**config.mk**
```make
export PLATFORM = sky130hd
export DESIGN_NAME = sccb_slave_responder
export DESIGN_NICKNAME = d
export VERILOG_FILES = /design/src/rtl/sccb_pkg.sv /design/src/rtl/sccb_line_filter.sv /design/src/rtl/sccb_slave_responder.sv
export SDC_FILE = /design/constraint.sdc
export NUM_CORES = 2
export LEC_CHECK = 0
export CAP_MARGIN = 10
export CORE_ASPECT_RATIO = 0.7
export CORE_MARGIN = 2
export CORE_UTILIZATION = 52
export CTS_CLUSTER_DIAMETER = 80
export DETAILED_ROUTE_END_ITERATION = 16
export GPL_ROUTABILITY_DRIVEN = 0
export MAX_ROUTING_LAYER = met4
export PLACE_DENSITY = 0.7
export SLEW_MARGIN = 30
export SYNTH_ARGS = -nofsm -noshare
export SYNTH_HDL_FRONTEND = slang
export SYNTH_SLANG_ARGS = --single-unit
```
**constraint.sdc**
```tcl
create_clock -name I_clk -period 4.2 [get_ports I_clk]
set_clock_uncertainty 0.05 [all_clocks]
set_input_delay 0.42 -clock I_clk [delete_from_list [all_inputs] [get_ports I_clk]]
set_output_delay 0.42 -clock I_clk [all_outputs]
set_load 0.005 [all_outputs]
```
**src/rtl/sccb_pkg.sv**
```systemverilog
// Shared types and constants for the SCCB target: FSM state encoding,
// the read-only ID addresses and the power-on register contents.
package sccb_pkg;

  typedef enum logic [3:0] {
    ST_IDLE,
    ST_ID,
    ST_ID_ACK,
    ST_SUB,
    ST_SUB_ACK,
    ST_WDATA,
    ST_WDATA_ACK,
    ST_RDATA,
    ST_RDATA_ACK,
    ST_WAIT_STOP
  } sccb_state_e;

  localparam logic [7:0] ADDR_PID = 8'h0A;
  localparam logic [7:0] ADDR_VER = 8'h0B;

  function automatic logic [7:0] reg_default(input logic [7:0] addr,
                                             input logic [7:0] pid,
                                             input logic [7:0] ver);
    case (addr)
      ADDR_PID: reg_default = pid;
      ADDR_VER: reg_default = ver;
      default:  reg_default = 8'h00;
    endcase
  endfunction

endpackage

```
**src/rtl/sccb_line_filter.sv**
```systemverilog
// Two-flop synchronizer plus run-length glitch filter for one open-drain line.
// Output follows the pad 2+FILT_LEN cycles later; no backpressure, resets to idle-high.
module sccb_line_filter #(
  parameter int unsigned FILT_LEN = 3
) (
  input  logic I_clk,
  input  logic I_rst_n,
  input  logic line_in,
  output logic line_filt
);

  logic [1:0] sync_q;
  logic [3:0] cnt_q;

  // cnt_q counts consecutive synchronized samples that disagree with the output
  always_ff @(posedge I_clk or negedge I_rst_n) begin
    if (!I_rst_n) begin
      sync_q    <= 2'b11;
      cnt_q     <= '0;
      line_filt <= 1'b1;
    end else begin
      sync_q <= {sync_q[0], line_in};
      if (sync_q[1] == line_filt) begin
        cnt_q <= '0;
      end else if (cnt_q == 4'(FILT_LEN - 1)) begin
        line_filt <= sync_q[1];
        cnt_q     <= '0;
      end else begin
        cnt_q <= cnt_q + 4'd1;
      end
    end
  end

endmodule

```
**src/rtl/sccb_slave_responder.sv**
```systemverilog
// SCCB/I2C register-set target with a 256x8 flop register file and write strobe.
// Line events seen 2+FILT_LEN cycles after the pad; SDA changes only after SCL falls.
module sccb_slave_responder
  import sccb_pkg::*;
#(
  parameter logic [7:0]  DEV_ID   = 8'h60,
  parameter int unsigned FILT_LEN = 3,
  parameter logic [7:0]  PID_VAL  = 8'h26,
  parameter logic [7:0]  VER_VAL  = 8'h42
) (
  input  logic       I_clk,
  input  logic       I_rst_n,
  input  logic       I_scl,
  input  logic       I_sda,
  output logic       O_sda_oe,
  output logic       O_reg_wr,
  output logic [7:0] O_reg_addr,
  output logic [7:0] O_reg_data,
  output logic       O_busy
);

  logic        scl_f, sda_f, scl_q, sda_q;
  logic        scl_rise, scl_fall, start_det, stop_det;
  sccb_state_e state_q;
  logic [3:0]  bit_cnt_q;
  logic [7:0]  shift_q;
  logic [7:0]  sub_addr_q;
  logic [7:0]  sub_addr_inc;
  logic [7:0]  rx_byte;
  logic        rw_q;
  logic        mack_q;
  logic [7:0]  regs_q [256];

  sccb_line_filter #(.FILT_LEN(FILT_LEN)) u_scl_filt (
    .I_clk     (I_clk),
    .I_rst_n   (I_rst_n),
    .line_in   (I_scl),
    .line_filt (scl_f)
  );

  sccb_line_filter #(.FILT_LEN(FILT_LEN)) u_sda_filt (
    .I_clk     (I_clk),
    .I_rst_n   (I_rst_n),
    .line_in   (I_sda),
    .line_filt (sda_f)
  );

  assign scl_rise     = scl_f & ~scl_q;
  assign scl_fall     = ~scl_f & scl_q;
  assign start_det    = scl_f & scl_q & sda_q & ~sda_f;
  assign stop_det     = scl_f & scl_q & ~sda_q & sda_f;
  assign rx_byte      = {shift_q[6:0], sda_f};
  assign sub_addr_inc = sub_addr_q + 8'd1;

  always_ff @(posedge I_clk or negedge I_rst_n) begin
    if (!I_rst_n) begin
      scl_q      <= 1'b1;
      sda_q      <= 1'b1;
      state_q    <= ST_IDLE;
      bit_cnt_q  <= '0;
      shift_q    <= '0;
      sub_addr_q <= '0;
      rw_q       <= 1'b0;
      mack_q     <= 1'b1;
      O_sda_oe   <= 1'b0;
      O_reg_wr   <= 1'b0;
      O_reg_addr <= '0;
      O_reg_data <= '0;
      O_busy     <= 1'b0;
    end else begin
      scl_q    <= scl_f;
      sda_q    <= sda_f;
      O_reg_wr <= 1'b0;
      if (start_det) begin
        state_q   <= ST_ID;
        bit_cnt_q <= '0;
        O_sda_oe  <= 1'b0;
        O_busy    <= 1'b1;
      end else if (stop_det) begin
        state_q  <= ST_IDLE;
        O_sda_oe <= 1'b0;
        O_busy   <= 1'b0;
      end else begin
        case (state_q)
          ST_ID: begin
            if (scl_rise) begin
              shift_q   <= rx_byte;
              bit_cnt_q <= bit_cnt_q + 4'd1;
              if (bit_cnt_q == 4'd7) rw_q <= sda_f;
            end else if (scl_fall && bit_cnt_q == 4'd8) begin
              if (shift_q[7:1] == DEV_ID[7:1]) begin
                O_sda_oe <= 1'b1;
                state_q  <= ST_ID_ACK;
              end else begin
                state_q <= ST_IDLE;
                O_busy  <= 1'b0;
              end
            end
          end
          ST_ID_ACK: begin
            if (scl_fall) begin
              bit_cnt_q <= '0;
              if (rw_q) begin
                // first read bit goes out on the same edge that ends the ACK
                shift_q  <= regs_q[sub_addr_q];
                O_sda_oe <= ~regs_q[sub_addr_q][7];
                state_q  <= ST_RDATA;
              end else begin
                O_sda_oe <= 1'b0;
                state_q  <= ST_SUB;
              end
            end
          end
          ST_SUB: begin
            if (scl_rise) begin
              shift_q   <= rx_byte;
              bit_cnt_q <= bit_cnt_q + 4'd1;
              if (bit_cnt_q == 4'd7) sub_addr_q <= rx_byte;
            end else if (scl_fall && bit_cnt_q == 4'd8) begin
              O_sda_oe <= 1'b1;
              state_q  <= ST_SUB_ACK;
            end
          end
          ST_WDATA: begin
            if (scl_rise) begin
              shift_q   <= rx_byte;
              bit_cnt_q <= bit_cnt_q + 4'd1;
              if (bit_cnt_q == 4'd7 && sub_addr_q != ADDR_PID && sub_addr_q != ADDR_VER) begin
                O_reg_wr   <= 1'b1;
                O_reg_addr <= sub_addr_q;
                O_reg_data <= rx_byte;
              end
            end else if (scl_fall && bit_cnt_q == 4'd8) begin
              O_sda_oe <= 1'b1;
              state_q  <= ST_WDATA_ACK;
            end
          end
          ST_SUB_ACK, ST_WDATA_ACK: begin
            if (scl_fall) begin
              O_sda_oe  <= 1'b0;
              bit_cnt_q <= '0;
              state_q   <= ST_WDATA;
              if (state_q == ST_WDATA_ACK) sub_addr_q <= sub_addr_inc;
            end
          end
          ST_RDATA: begin
            if (scl_rise) begin
              bit_cnt_q <= bit_cnt_q + 4'd1;
            end else if (scl_fall) begin
              if (bit_cnt_q == 4'd8) begin
                O_sda_oe <= 1'b0;
                state_q  <= ST_RDATA_ACK;
              end else begin
                shift_q  <= {shift_q[6:0], 1'b0};
                O_sda_oe <= ~shift_q[6];
              end
            end
          end
          ST_RDATA_ACK: begin
            if (scl_rise) begin
              mack_q <= sda_f;
            end else if (scl_fall) begin
              if (!mack_q) begin
                sub_addr_q <= sub_addr_inc;
                shift_q    <= regs_q[sub_addr_inc];
                O_sda_oe   <= ~regs_q[sub_addr_inc][7];
                bit_cnt_q  <= '0;
                state_q    <= ST_RDATA;
              end else begin
                state_q <= ST_WAIT_STOP;
              end
            end
          end
          default: ;
        endcase
      end
    end
  end

  // Commits the strobed write one cycle after O_reg_wr; reads happen bytes later.
  always_ff @(posedge I_clk or negedge I_rst_n) begin
    if (!I_rst_n) begin
      for (int i = 0; i < 256; i++) regs_q[i] <= reg_default(8'(i), PID_VAL, VER_VAL);
    end else if (O_reg_wr) begin
      regs_q[O_reg_addr] <= O_reg_data;
    end
  end

endmodule

```
==> run summary <==
Max incr delay on CP - 0.87 ns
Setup WS post-layout - -0.0831 ns
Final worst-path cycle share - 102%
Fillcell total - 16387
CTS tree - built
Root Driver - clkbuf_16
WP data arrival - 4.99 ns
Synth Register Bits - 2109
Seq/Total Area, Yosys - 46.7%
Reg2reg path depth - 10
Rel. slew slack - 28.5%
Mapped cell area - 113000 µm²
Area leader, netlist - dfrtp_1
Clock sinks - 2109
Critical Path RT - 4.91 ns
Most frequent cells after synthesis - 2095 x dfrtp_1, 2058 x mux2_2, 1140 x mux4_2
Global-route wire length before repair - 559 mm
Post-synthesis async set-or-reset flop share - 100%
Final setup fails - 2
Critical path peak fanout - 34
Prevailing post-synth register cell - dfrtp_1
Reg clk slew, reported paths - 0.07 ns
Initial antenna violation count - 21
Synth top area share - 46.4%
F_max - 233 MHz
WS Path Type - register to register
Top post-synthesis cells by area - dfrtp_1 46%, mux4_2 23%, mux2_2 21%, clkbuf_1 1.3%, nand2_1 1.3%
Final Hold Fails - 0
Sequential cell area - 52800 µm²
Final Core Density - 58.2%
Maximum clock path buffer count - 4
Via count - 76831
Sum Neg Setup Slack - -0.108 ns
Worst VDD drop - 0.553 mV
Dpl hpwl - 256 mm
Slew @ Worst Pin - 1.07 ns
WL/cell - 36.4 µm
Mapped Avg Cell Area - 15.4 µm²
Via density - 7.28
Status - finished, violations left
Area of the die - 221000 µm²
Leakage - 56.6 nW
Io pins - 23
CTS H-Tree Depth - 4
# nets final - 7465
HP Class - input port to asynchronous set/reset pin
Detailed-route wire length - 384 mm
Cell Rows - 143
Multi-input logic area - 57400 µm²
Critical Path End Type - register
Layout cells sized above 1 - 54.1%
EDFF count, synth - 0
Cells after Synth - 7335
DRT antenna net count - 0
Die span in y - 394 µm
Final min period - 4.28 ns
Post-Syn Nets - 7347
Yosys warning count - 0
Synth-to-Final Area Change - 11.5%
Vias in the first global route - 75625
Total CTS buffers - 207
Cell variety after synth - 80
Worst R2R Start - sub_addr_q[0]
Die W - 561 µm
Fin. max-slew vios - 0
Top-count cell post-synth - dfrtp_1
Placed inst area - 119000 µm²
CP max stage cell - o211ai_1
Grt ovf - 0
Failing checks - negative setup slack
Core ar. - 216000 µm²
Port Buffers - 22
Worst-Skew Late Latency - 0.91 ns
Total GRT Usage - 35.8%
Iter 0 DRT Violations - 11521
Largest net degree at the start of global routing - 194
Post-route cell area - 126000 µm²
Pwr Total - 59.1 mW
Setup crit start kind - register
Post-route DRC - 0
Reg-to-reg endpoint - shift_q[6]
Initial Util - 52.2%
Flop2flop setup slack - -0.08 ns
Crit path cell chain - inv_1 > ha_4 > buf_12 > buf_12 > mux4_2 > mux4_2 > mux2_2 > o211ai_1 > nand4b_1 > o22a_1
Pwr Density - 469 nW/µm²
Max-cap violations - 0
Unrepaired setup endpoints after global routing - no
DR pass1 iterations - 10
[logic make-up (layout without fill, tap and decap cells)]
group           after synthesis  after routing  share of synthesized area, %
mux                        3310           3310                          44.6
flops                      2109           2109                          46.7
simple gates                884            884                          3.42
buf+inv                     636            916                          2.74
compound gates              373            373                          2.26
xor+xnor                     15             15                         0.133
fa+ha+maj                     8              8                        0.0886
other cells                   0             35                             0
[per-stage QoR]
stage,std cells,hold WS (ns),worst slack [ns]
3_5_place_dp,10141,0.287,0.00766
3_3_place_gp,10139,0.284,-0.237
2_1_floorplan,7335,0.0744,0.00626
4_1_cts,10514,0.0531,0.0247
5_1_grt,10533,0.0559,0.000696
6_report,10550,0.0783,-0.0831
[worst max path at each step]
stage,slack (ns),end,startpoint
global placement,-0.24,shift_q[0],sub_addr_q[0]
finish,-0.08,shift_q[6],sub_addr_q[0]
floorplan,0.006,shift_q[3],sub_addr_q[0]
global route,0.0007,shift_q[0],sub_addr_q[0]
detailed placement,0.008,shift_q[4],sub_addr_q[0]
CTS,0.02,shift_q[0],sub_addr_q[0]
[power breakdown]
part / internal, mW / switching (mW) / total, mW
clock: 11.1 / 8.41 / 19.6
combinational: 6.41 / 12.2 / 18.6
sequential: 20.5 / 0.413 / 20.9
total: 38.1 / 21.1 / 59.1
[flip-flops by register name, summed over array words and instances, names as in the netlist, 4 cells and up]
name              flops
sub_addr_q            8
shift_q               8
O_reg_addr            8
u_scl_filt.cnt_q      4
u_sda_filt.cnt_q      4
O_reg_data            8
regs_q             2048
state_q               4
bit_cnt_q             4
[cell type report]
class / count / area share (%)
Multi-Input combinational cell: 4590 / 45.5
Sequential cell: 2109 / 41.9
Clock buffer: 301 / 4.84
Timing Repair Buffer: 531 / 4.06
Tap cell: 2900 / 2.88
Clock inverter: 70 / 0.667
Antenna cell: 35 / 0.0695
Inverter: 14 / 0.0477
[routing by layer]
metal	GRT usage, %	vias to the layer above	routed length [µm]	part of all wire (%)
li1	-	28903	-	-
met1	49.6	41256	151000	39
met2	46.6	5682	159000	41
met3	15.3	990	57200	15
met4	13.3	0	16900	4.4
met5	-	-	0	0
[critical path, delay by kind of cell (launching register included)]
family                     cells  cell delay, ns
buffers and inverters          3            0.60
DFF                            1            0.48
and+or+nand+nor                1            0.20
AOI/OAI and AO/OA              2            1.08
adders and majority gates      1            0.44
muxes                          3            1.24
[cell usage in the layout, fill, tap and decap left out, types with 19 or more instances in the layout]
master and n:
dfrtp_1 2082, mux2_2 2058, mux4_2 1140, buf_4 421
nand2_1 375, nor2_1 232, clkbuf_16 210, nand3_1 89
mux2i_1 84, buf_12 77, a22oi_1 70, a21oi_1 68
o21ai_0 63, clkbuf_8 50, clkinv_2 42, clkbuf_1 41
nor3_1 38, diode_2 35, mux4_1 28, a221oi_1 24
nor2b_1 21, clkdlybuf4s50_1 21, nand4_1 19
[repair_timing]
| action | in CTS | in global routing |
|---|---|---|
| cloned | 0 | 0 |
| endpoints found under the hold margin | 601 | 0 |
| pin swaps | 0 | 1 |
| setup endpoints to repair | 1 | 5 |
| setup buffers | 0 | 0 |
| gates resized for setup | 1 | 10 |
| hold buffers | 2 | 0 |
Power figures use the tool's default switching activity.
